===== src/rtl/cam_capture_if.sv =====
// Camera-side and frame-RAM-side signal bundle for cam_capture.
// master = capture engine, slave = camera model / frame RAM.
interface cam_capture_if #(
    parameter int ADDR_W = 17
);
    logic              camera_Vsync;
    logic              camera_Href;
    logic              camera_Pclk;
    logic [7:0]        camera_D;
    logic              camera_Xclk;
    logic              ram_we;
    logic [ADDR_W-1:0] ram_addr;
    logic [11:0]       ram_data;

    modport master (
        input  camera_Vsync, camera_Href, camera_Pclk, camera_D,
        output camera_Xclk, ram_we, ram_addr, ram_data
    );

    modport slave (
        output camera_Vsync, camera_Href, camera_Pclk, camera_D,
        input  camera_Xclk, ram_we, ram_addr, ram_data
    );
endinterface


===== src/rtl/cam_capture.sv =====
// OV7670-style pixel capture: syncs the camera bus into clk, packs byte pairs into RGB444
// and writes one word per pixel. Define CAM_CAPTURE_ERRCHK_EN to add the frame_err output.
module cam_capture #(
    parameter int FRAME_PIX = 76800,
    parameter int ADDR_W    = 17
) (
    input  logic              clk,
    input  logic              reset,
    input  logic              start,
    cam_capture_if.master     cam,
    output logic              busy,
    output logic              done,
    output logic [ADDR_W-1:0] pix_count
`ifdef CAM_CAPTURE_ERRCHK_EN
    ,
    output logic              frame_err
`endif
);
    localparam logic [ADDR_W-1:0] FRAME_CNT = ADDR_W'(FRAME_PIX);

    typedef struct packed {
        logic       vsync;
        logic       href;
        logic       pclk;
        logic [7:0] d;
    } cam_bus_t;

    typedef enum logic [1:0] {
        S_IDLE,
        S_WAIT_VS,
        S_CAPTURE,
        S_DONE
    } state_t;

    cam_bus_t          w_cam_in;
    cam_bus_t          r_sync1;
    cam_bus_t          r_sync2;
    logic              r_pclk_hist;
    logic              r_vs_hist;
    logic              w_pclk_rise;
    logic              w_vs_rise;
    logic              w_vs_fall;

    state_t            r_state;
    state_t            w_state_nxt;
    logic              w_enter_wait;

    logic              r_xclk;
    logic              r_phase;
    logic [3:0]        r_red;
    logic              r_ram_we;
    logic [11:0]       r_ram_data;
    logic [ADDR_W-1:0] r_pix_count;
    logic              w_accept;
    logic              w_room;

    assign w_cam_in = {cam.camera_Vsync, cam.camera_Href, cam.camera_Pclk, cam.camera_D};

    // Href and D travel with Pclk so they are aligned with the edge detected from stage 2.
    always_ff @(posedge clk) begin
        if (reset) begin
            r_sync1     <= '0;
            r_sync2     <= '0;
            r_pclk_hist <= 1'b0;
            r_vs_hist   <= 1'b0;
        end else begin
            // NOTE: non-blocking assignments keep every stage sampling the previous value.
            r_sync1     <= w_cam_in;
            r_sync2     <= r_sync1;
            r_pclk_hist <= r_sync2.pclk;
            r_vs_hist   <= r_sync2.vsync;
        end
    end

    assign w_pclk_rise = r_sync2.pclk & ~r_pclk_hist;
    assign w_vs_rise   = r_sync2.vsync & ~r_vs_hist;
    assign w_vs_fall   = ~r_sync2.vsync & r_vs_hist;

    always_ff @(posedge clk) begin
        if (reset) begin
            r_state <= S_IDLE;
        end else begin
            r_state <= w_state_nxt;
        end
    end

    always_comb begin
        // NOTE: defaults first so no path leaves a signal unassigned (no latch).
        w_state_nxt  = r_state;
        w_enter_wait = 1'b0;
        busy         = 1'b0;
        done         = 1'b0;
        case (r_state)
            S_IDLE: begin
                if (start) begin
                    w_state_nxt  = S_WAIT_VS;
                    w_enter_wait = 1'b1;
                end
            end
            S_WAIT_VS: begin
                busy = 1'b1;
                if (w_vs_fall) w_state_nxt = S_CAPTURE;
            end
            S_CAPTURE: begin
                busy = 1'b1;
                if (w_vs_rise) w_state_nxt = S_DONE;
            end
            S_DONE: begin
                done = 1'b1;
                if (start) begin
                    w_state_nxt  = S_WAIT_VS;
                    w_enter_wait = 1'b1;
                end
            end
            default: w_state_nxt = S_IDLE;
        endcase
    end

    // A byte arriving together with the closing Vsync edge belongs to no frame.
    assign w_accept = (r_state == S_CAPTURE) && !w_vs_rise && r_sync2.href && w_pclk_rise;
    assign w_room   = (r_pix_count < FRAME_CNT);

    always_ff @(posedge clk) begin
        if (reset) begin
            r_xclk      <= 1'b0;
            r_phase     <= 1'b0;
            r_red       <= '0;
            r_ram_we    <= 1'b0;
            r_ram_data  <= '0;
            r_pix_count <= '0;
        end else begin
            r_xclk   <= ~r_xclk;
            r_ram_we <= 1'b0;
            if (r_ram_we) begin
                r_pix_count <= r_pix_count + ADDR_W'(1);
            end
            if (w_enter_wait) begin
                r_pix_count <= '0;
                r_phase     <= 1'b0;
            end else if (r_state == S_CAPTURE) begin
                if (!r_sync2.href) begin
                    r_phase <= 1'b0;
                end else if (w_accept) begin
                    r_phase <= ~r_phase;
                    if (!r_phase) begin
                        r_red <= r_sync2.d[3:0];
                    end else if (w_room) begin
                        r_ram_data <= {r_red, r_sync2.d};
                        r_ram_we   <= 1'b1;
                    end
                end
            end
        end
    end

`ifdef CAM_CAPTURE_ERRCHK_EN
    logic              r_ovf;
    logic              r_frame_err;
    logic              w_enter_done;
    logic [ADDR_W-1:0] w_final_count;

    assign w_enter_done  = (r_state == S_CAPTURE) && w_vs_rise;
    // A write may still be pending on the DONE edge, so count it in.
    assign w_final_count = r_pix_count + ADDR_W'(r_ram_we);

    always_ff @(posedge clk) begin
        if (reset) begin
            r_ovf       <= 1'b0;
            r_frame_err <= 1'b0;
        end else if (w_enter_wait) begin
            r_ovf       <= 1'b0;
            r_frame_err <= 1'b0;
        end else begin
            if (w_accept && r_phase && !w_room) r_ovf <= 1'b1;
            if (w_enter_done) r_frame_err <= (w_final_count != FRAME_CNT) || r_ovf;
        end
    end

    assign frame_err = r_frame_err;
`endif

    assign cam.camera_Xclk = r_xclk;
    assign cam.ram_we      = r_ram_we;
    assign cam.ram_addr    = r_pix_count;
    assign cam.ram_data    = r_ram_data;
    assign pix_count       = r_pix_count;
endmodule


===== src/flat_wrapper.sv =====
// flat-port wrapper written by rule: the top's interface ports become plain ports
module cam_capture_flat 
#(
    parameter int FRAME_PIX = 76800,
    parameter int ADDR_W    = 17
)
  (clk, reset, start, busy, done, pix_count, cam_camera_Vsync, cam_camera_Href, cam_camera_Pclk, cam_camera_D, cam_camera_Xclk, cam_ram_we, cam_ram_addr, cam_ram_data);
  cam_capture_if #(.ADDR_W(ADDR_W)) cam_i ();
  input  logic clk;
  input  logic reset;
  input  logic start;
  output logic busy;
  output logic done;
  output logic [ADDR_W-1:0] pix_count;
  input wire logic [$bits(cam_i.camera_Vsync)-1:0] cam_camera_Vsync;
  input wire logic [$bits(cam_i.camera_Href)-1:0] cam_camera_Href;
  input wire logic [$bits(cam_i.camera_Pclk)-1:0] cam_camera_Pclk;
  input wire logic [$bits(cam_i.camera_D)-1:0] cam_camera_D;
  output wire logic [$bits(cam_i.camera_Xclk)-1:0] cam_camera_Xclk;
  output wire logic [$bits(cam_i.ram_we)-1:0] cam_ram_we;
  output wire logic [$bits(cam_i.ram_addr)-1:0] cam_ram_addr;
  output wire logic [$bits(cam_i.ram_data)-1:0] cam_ram_data;
  assign cam_i.camera_Vsync = cam_camera_Vsync;
  assign cam_i.camera_Href = cam_camera_Href;
  assign cam_i.camera_Pclk = cam_camera_Pclk;
  assign cam_i.camera_D = cam_camera_D;
  assign cam_camera_Xclk = cam_i.camera_Xclk;
  assign cam_ram_we = cam_i.ram_we;
  assign cam_ram_addr = cam_i.ram_addr;
  assign cam_ram_data = cam_i.ram_data;
  cam_capture #(.FRAME_PIX(FRAME_PIX), .ADDR_W(ADDR_W)) u_core (.clk(clk), .reset(reset), .start(start), .cam(cam_i), .busy(busy), .done(done), .pix_count(pix_count));
endmodule

===== config.mk =====
export PLATFORM = sky130hd
export DESIGN_NAME = cam_capture_flat
export DESIGN_NICKNAME = d
export VERILOG_FILES = /design/src/rtl/cam_capture_if.sv /design/src/rtl/cam_capture.sv /design/src/flat_wrapper.sv
export SDC_FILE = /design/constraint.sdc
export NUM_CORES = 1
export LEC_CHECK = 0
export CAP_MARGIN = 15
export CORE_ASPECT_RATIO = 0.6
export CORE_MARGIN = 2
export CORE_UTILIZATION = 35
export DETAILED_ROUTE_END_ITERATION = 10
export HOLD_SLACK_MARGIN = 0.03
export PLACE_DENSITY = 0.69
export SLEW_MARGIN = 20
export SYNTH_ARGS = -nofsm -noshare
export SYNTH_HDL_FRONTEND = slang
export SYNTH_SLANG_ARGS = --single-unit
export TNS_END_PERCENT = 5

===== constraint.sdc =====
create_clock -name clk -period 1.89 [get_ports clk]
set_input_delay 0.567 -clock clk [delete_from_list [all_inputs] [get_ports clk]]
set_output_delay 0.567 -clock clk [all_outputs]
set_load 0.03 [all_outputs]

==> results.txt <==
----------------------------------------------------
[Placed design]
  Detailed-placement wirelength estimate ... 3.908 mm
  Placed Area ... between 3000 and 4000 um^2
  Setup WS pre-CTS ... around 4.5 ps
  Placer's final routability congestion estimate ... 0.7570
  Total of buffers placed on input and output ports ... 63

[STA]
  Post-route clock period utilization ... between 90 and 100%
  Fmax ... between 500 and 600 MHz
  Total of endpoints with negative setup slack in the final report ... 0
  Final-layout worst hold slack ... 403.2 ps
  Setup skew after layout ... 4.405 ps
  Crit path time final ... between 1500 and 2000 ps
  Unrepaired setup endpoints after global routing ... no
  Total count of max-transition violations in the final report ... 0
  Endpoints failing hold ... 0
  Slew at the pin closest to its max-slew limit ... 321.1 ps
  Final WS setup ... between 80 and 90 ps
  Max transition margin ... between 70 and 80%

[Critical path]
  Worst endpoint data arrival time ... 1240 ps
  Crit-path slowest cell ... sky130_fd_sc_hd__dfxtp_2
  Count of cell instances traversed by the critical path ... 4
  Most repeated library cell on the critical path ... sky130_fd_sc_hd__inv_2
  Worst R2R End ... u_core.cam.ram_data[7]$_SDFFE_PP0P_
  Data required, critical path ... 1320 ps
  Crit Path Category ... flip-flop to output port
  CP Capture Type ... output port
  Setup slack, reg-to-reg ... 310 ps
  Count of buffering cells on the critical path with inverters included ... 3
  Depth of the worst register-to-register path ... 6
  Largest delay contributor family on the critical path ... flip-flops
  Launch point of the worst reg-to-reg path ... u_core.cam.ram_addr[15]$_SDFFE_PP0P_
  Largest fanout on the critical path ... 5
  Sort of element at the start of the critical path ... flip-flop
  CP cell instances ... inv_2, ha_4, inv_2, buf_12
  Maximum single-stage delay on the critical path ... roughly 360 ps

[Yosys]
  Average cell area after synthesis ... 10.08 um^2
  Post-synth ARST share ... 0%
  Number of distinct library cells after synthesis ... 45
  Dominant register cell in the synthesized netlist ... sky130_fd_sc_hd__dfxtp_1
  Number of enable-type register cells in the synthesized netlist ... 0
  Yosys Warn Count ... 0
  Syn Inst Count ... about 260
  Flip-flop and latch count after synthesis ... 62
  Sequential fraction of the synthesis area ... 46.99%
  Cell area after synthesis ... about 2600 um^2
  Nets in the synthesized netlist ... 282

[Hold path]
  Min-Delay Startpoint ... u_core.cam.camera_Xclk$_SDFF_PP0_
  Endpoint with the worst hold slack ... u_core.cam.camera_Xclk$_SDFF_PP0_
  Number of cells on the worst hold path ... 1
  Worst hold path class ... flip-flop to flip-flop

[Die]
  Area enclosed by the die boundary ... 8280 um^2
  Die width ... about 120 um
  Vertical die dimension ... 71.29 um
  Std-Cell Core Area ... 7297 um^2
  I/O pins ... 64
  Placement row count ... 24
  Starting Density ... 36.20%

[Global routing]
  Vias in the first global route ... around 1,800
  Number of antenna violations at the first check in global routing ... 0
  GR Util All Layers ... a little over an eighth
  Maximum number of pins on one net before global-route repair ... 32
  Total congestion overflow after global routing ... 0
  Global-route wire length before repair ... 8.776 mm

[Routing]
  Wire per inst ... 12.45 um
  Number of vias after detailed routing ... 1,918
  Count of unresolved DRC violations after routing ... 0
  Wire length reported by the detailed router ... 5.427 mm
  Final antenna-violating net count ... 0
  Avg Vias per Cell ... 4.399
  Pre-antenna DRT Iters ... 4
  Initial detailed-routing violation count ... 85

[Clocking]
  H-tree levels ... 3
  CTS clk-pin slew, worst paths ... 50 ps
  Max clock buf depth ... 2
  Clock buffers created by TritonCTS ... 9
  CTS Sinks ... 62
  Cts-stage hold buffer count ... 0
  Buffer cell driving the clock tree root ... sky130_fd_sc_hd__clkbuf_16
  Clock tree from TritonCTS ... yes
  Clock insertion delay at the later pin of the skew report ... 320 ps

[Final layout]
  Share of layout cells above drive strength 1 ... 16.87%
  Fraction of the core area covered by cells at the end of the flow ... 49.19%
  Synth-to-Final Area Change ... 35.91%
  Design Area, Final ... 3590 um^2
  Total Nets Final ... ~350
  ANT cells ... 0

[Pwr]
  Standby leakage power ... 1.604 nW
  Power after layout ... 3.555 mW
  Power Dens Cells ... 990.2 nW/um^2
  Peak supply drop ... 0.0004266 V

[Run]
  Max-cap violation count ... 0

[Outcome]
  Status ... completed

----------------------------------------------------
worst max-delay path by stage:
stage,start,end,slack [ps]
finish,u_core.r_state[0]$_SDFFE_PP0P_,busy,80
global route,u_core.r_state[0]$_SDFFE_PP0P_,busy,20
CTS,u_core.r_state[0]$_SDFFE_PP0P_,busy,-110
detailed placement,start,u_core.r_red[0]$_SDFFE_PP0P_,4
floorplan,u_core.cam.ram_addr[7]$_SDFFE_PP0P_,u_core.cam.ram_addr[14]$_SDFFE_PP0P_,240
global placement,start,u_core.r_red[1]$_SDFFE_PP0P_,50
registers in the layout, indices dropped and copies added (netlist names):
register / flops
u_core.r_vs_hist: 1
u_core.cam.ram_we: 1
u_core.cam.ram_addr: 17
u_core.r_red: 4
u_core.r_sync1: 11
u_core.r_state: 2
u_core.r_pclk_hist: 1
u_core.cam.ram_data: 12
u_core.r_sync2: 11
u_core.r_phase: 1
u_core.cam.camera_Xclk: 1
area by class of cell:
class / count / area (um^2)
inverter: 5 / 18.77
clock buffer: 11 / 242.7
sequential: 62 / 1242
timing repair buffer: 82 / 713.2
fill: 699 / 3707
tap: 104 / 130.1
multi-input combinational: 168 / 1195
clock inverter: 4 / 47.55
synthesized netlist by cell type (all sizes together) (2+ instances only):
library cell  number  area [um^2]
a21o               2        15.01
a21oi              6        30.03
a31o               2        17.52
a31oi              2        12.51
a41o               2        20.02
buf               21        167.7
clkbuf             5        18.77
dfxtp             62         1241
ha                 6        75.07
inv                5        18.76
mux2               2        22.52
mux2i             17        170.2
nand2             12        45.04
nand2b            19        118.9
nand3              5        35.03
nand4              4        46.29
nor2              26        100.1
nor2b             24        150.1
nor3               5        41.29
nor4               6        62.56
o21ai              2        10.01
o31ai              2        15.01
or2b               6        45.04
xnor2              8        70.07
xor2               3        26.28
placed cells by master (no fill, tap or decap), types with 2 or more instances in the layout:
master                             n
sky130_fd_sc_hd__dfxtp_1          61
sky130_fd_sc_hd__dlygate4sd2_1    48
sky130_fd_sc_hd__nor2_1           25
sky130_fd_sc_hd__nor2b_1          24
sky130_fd_sc_hd__nand2b_1         19
sky130_fd_sc_hd__buf_4            19
sky130_fd_sc_hd__mux2i_1          17
sky130_fd_sc_hd__nand2_1          12
sky130_fd_sc_hd__clkdlybuf4s50_1  12
sky130_fd_sc_hd__clkbuf_16         9
sky130_fd_sc_hd__xnor2_1           8
sky130_fd_sc_hd__a21oi_1           6
sky130_fd_sc_hd__or2b_1            6
sky130_fd_sc_hd__ha_1              5
sky130_fd_sc_hd__nor4_2            4
sky130_fd_sc_hd__inv_2             3
sky130_fd_sc_hd__nand3_1           3
sky130_fd_sc_hd__nor3_1            3
sky130_fd_sc_hd__xor2_1            3
sky130_fd_sc_hd__inv_1             2
sky130_fd_sc_hd__nand3_2           2
sky130_fd_sc_hd__a21o_1            2
sky130_fd_sc_hd__a31o_2            2
sky130_fd_sc_hd__nor4_1            2
sky130_fd_sc_hd__nand4_1           2
sky130_fd_sc_hd__a31oi_1           2
sky130_fd_sc_hd__a41o_1            2
sky130_fd_sc_hd__o31ai_1           2
sky130_fd_sc_hd__o21ai_0           2
sky130_fd_sc_hd__mux2_2            2
sky130_fd_sc_hd__clkinv_2          2
timing repair:
| item | in CTS | in global routing |
|---|---|---|
| buffers inserted | 0 | 0 |
| resized for setup | 50 | 5 |
| endpoints found under the setup margin | 50 | 2 |
| gates cloned | 0 | 0 |
per-layer routing:
layer | vias up | global-route usage (%) | part of all wire [%]
met5 | - | 0 | 0
met4 | 0 | 5.026 | 0.92
met3 | 5 | 5.161 | 5.0
met2 | 45 | 18.78 | 43
met1 | 885 | 19.71 | 51
li1 | 983 | - | -
cell families (layout without fill, tap and decap cells):
kind of cell | Yosys count | count (layout) | share of synthesized area, %
muxes | 19 | 19 | 7.295
adders and majority gates | 6 | 6 | 2.842
buffers and inverters | 32 | 102 | 8.242
AOI/OAI and AO/OA | 21 | 21 | 5.495
and+or+nand+nor | 111 | 111 | 25.49
xor gates and xnor gates | 11 | 11 | 3.648
DFF | 62 | 62 | 46.99
where the power goes:
| part | switching [mW] | internal (mW) |
|---|---|---|
| Sequential | 0.0386 | 1.36 |
| Clock | 0.539 | 1.04 |
| Combinational | 0.295 | 0.282 |
metrics by stage:
stage,instances,TNS (ps)
global route,436,0
finish,436,0
global placement,421,0
floorplan,262,0
CTS,436,-110.8
detailed placement,421,0
(Power assumes the default switching activity.)
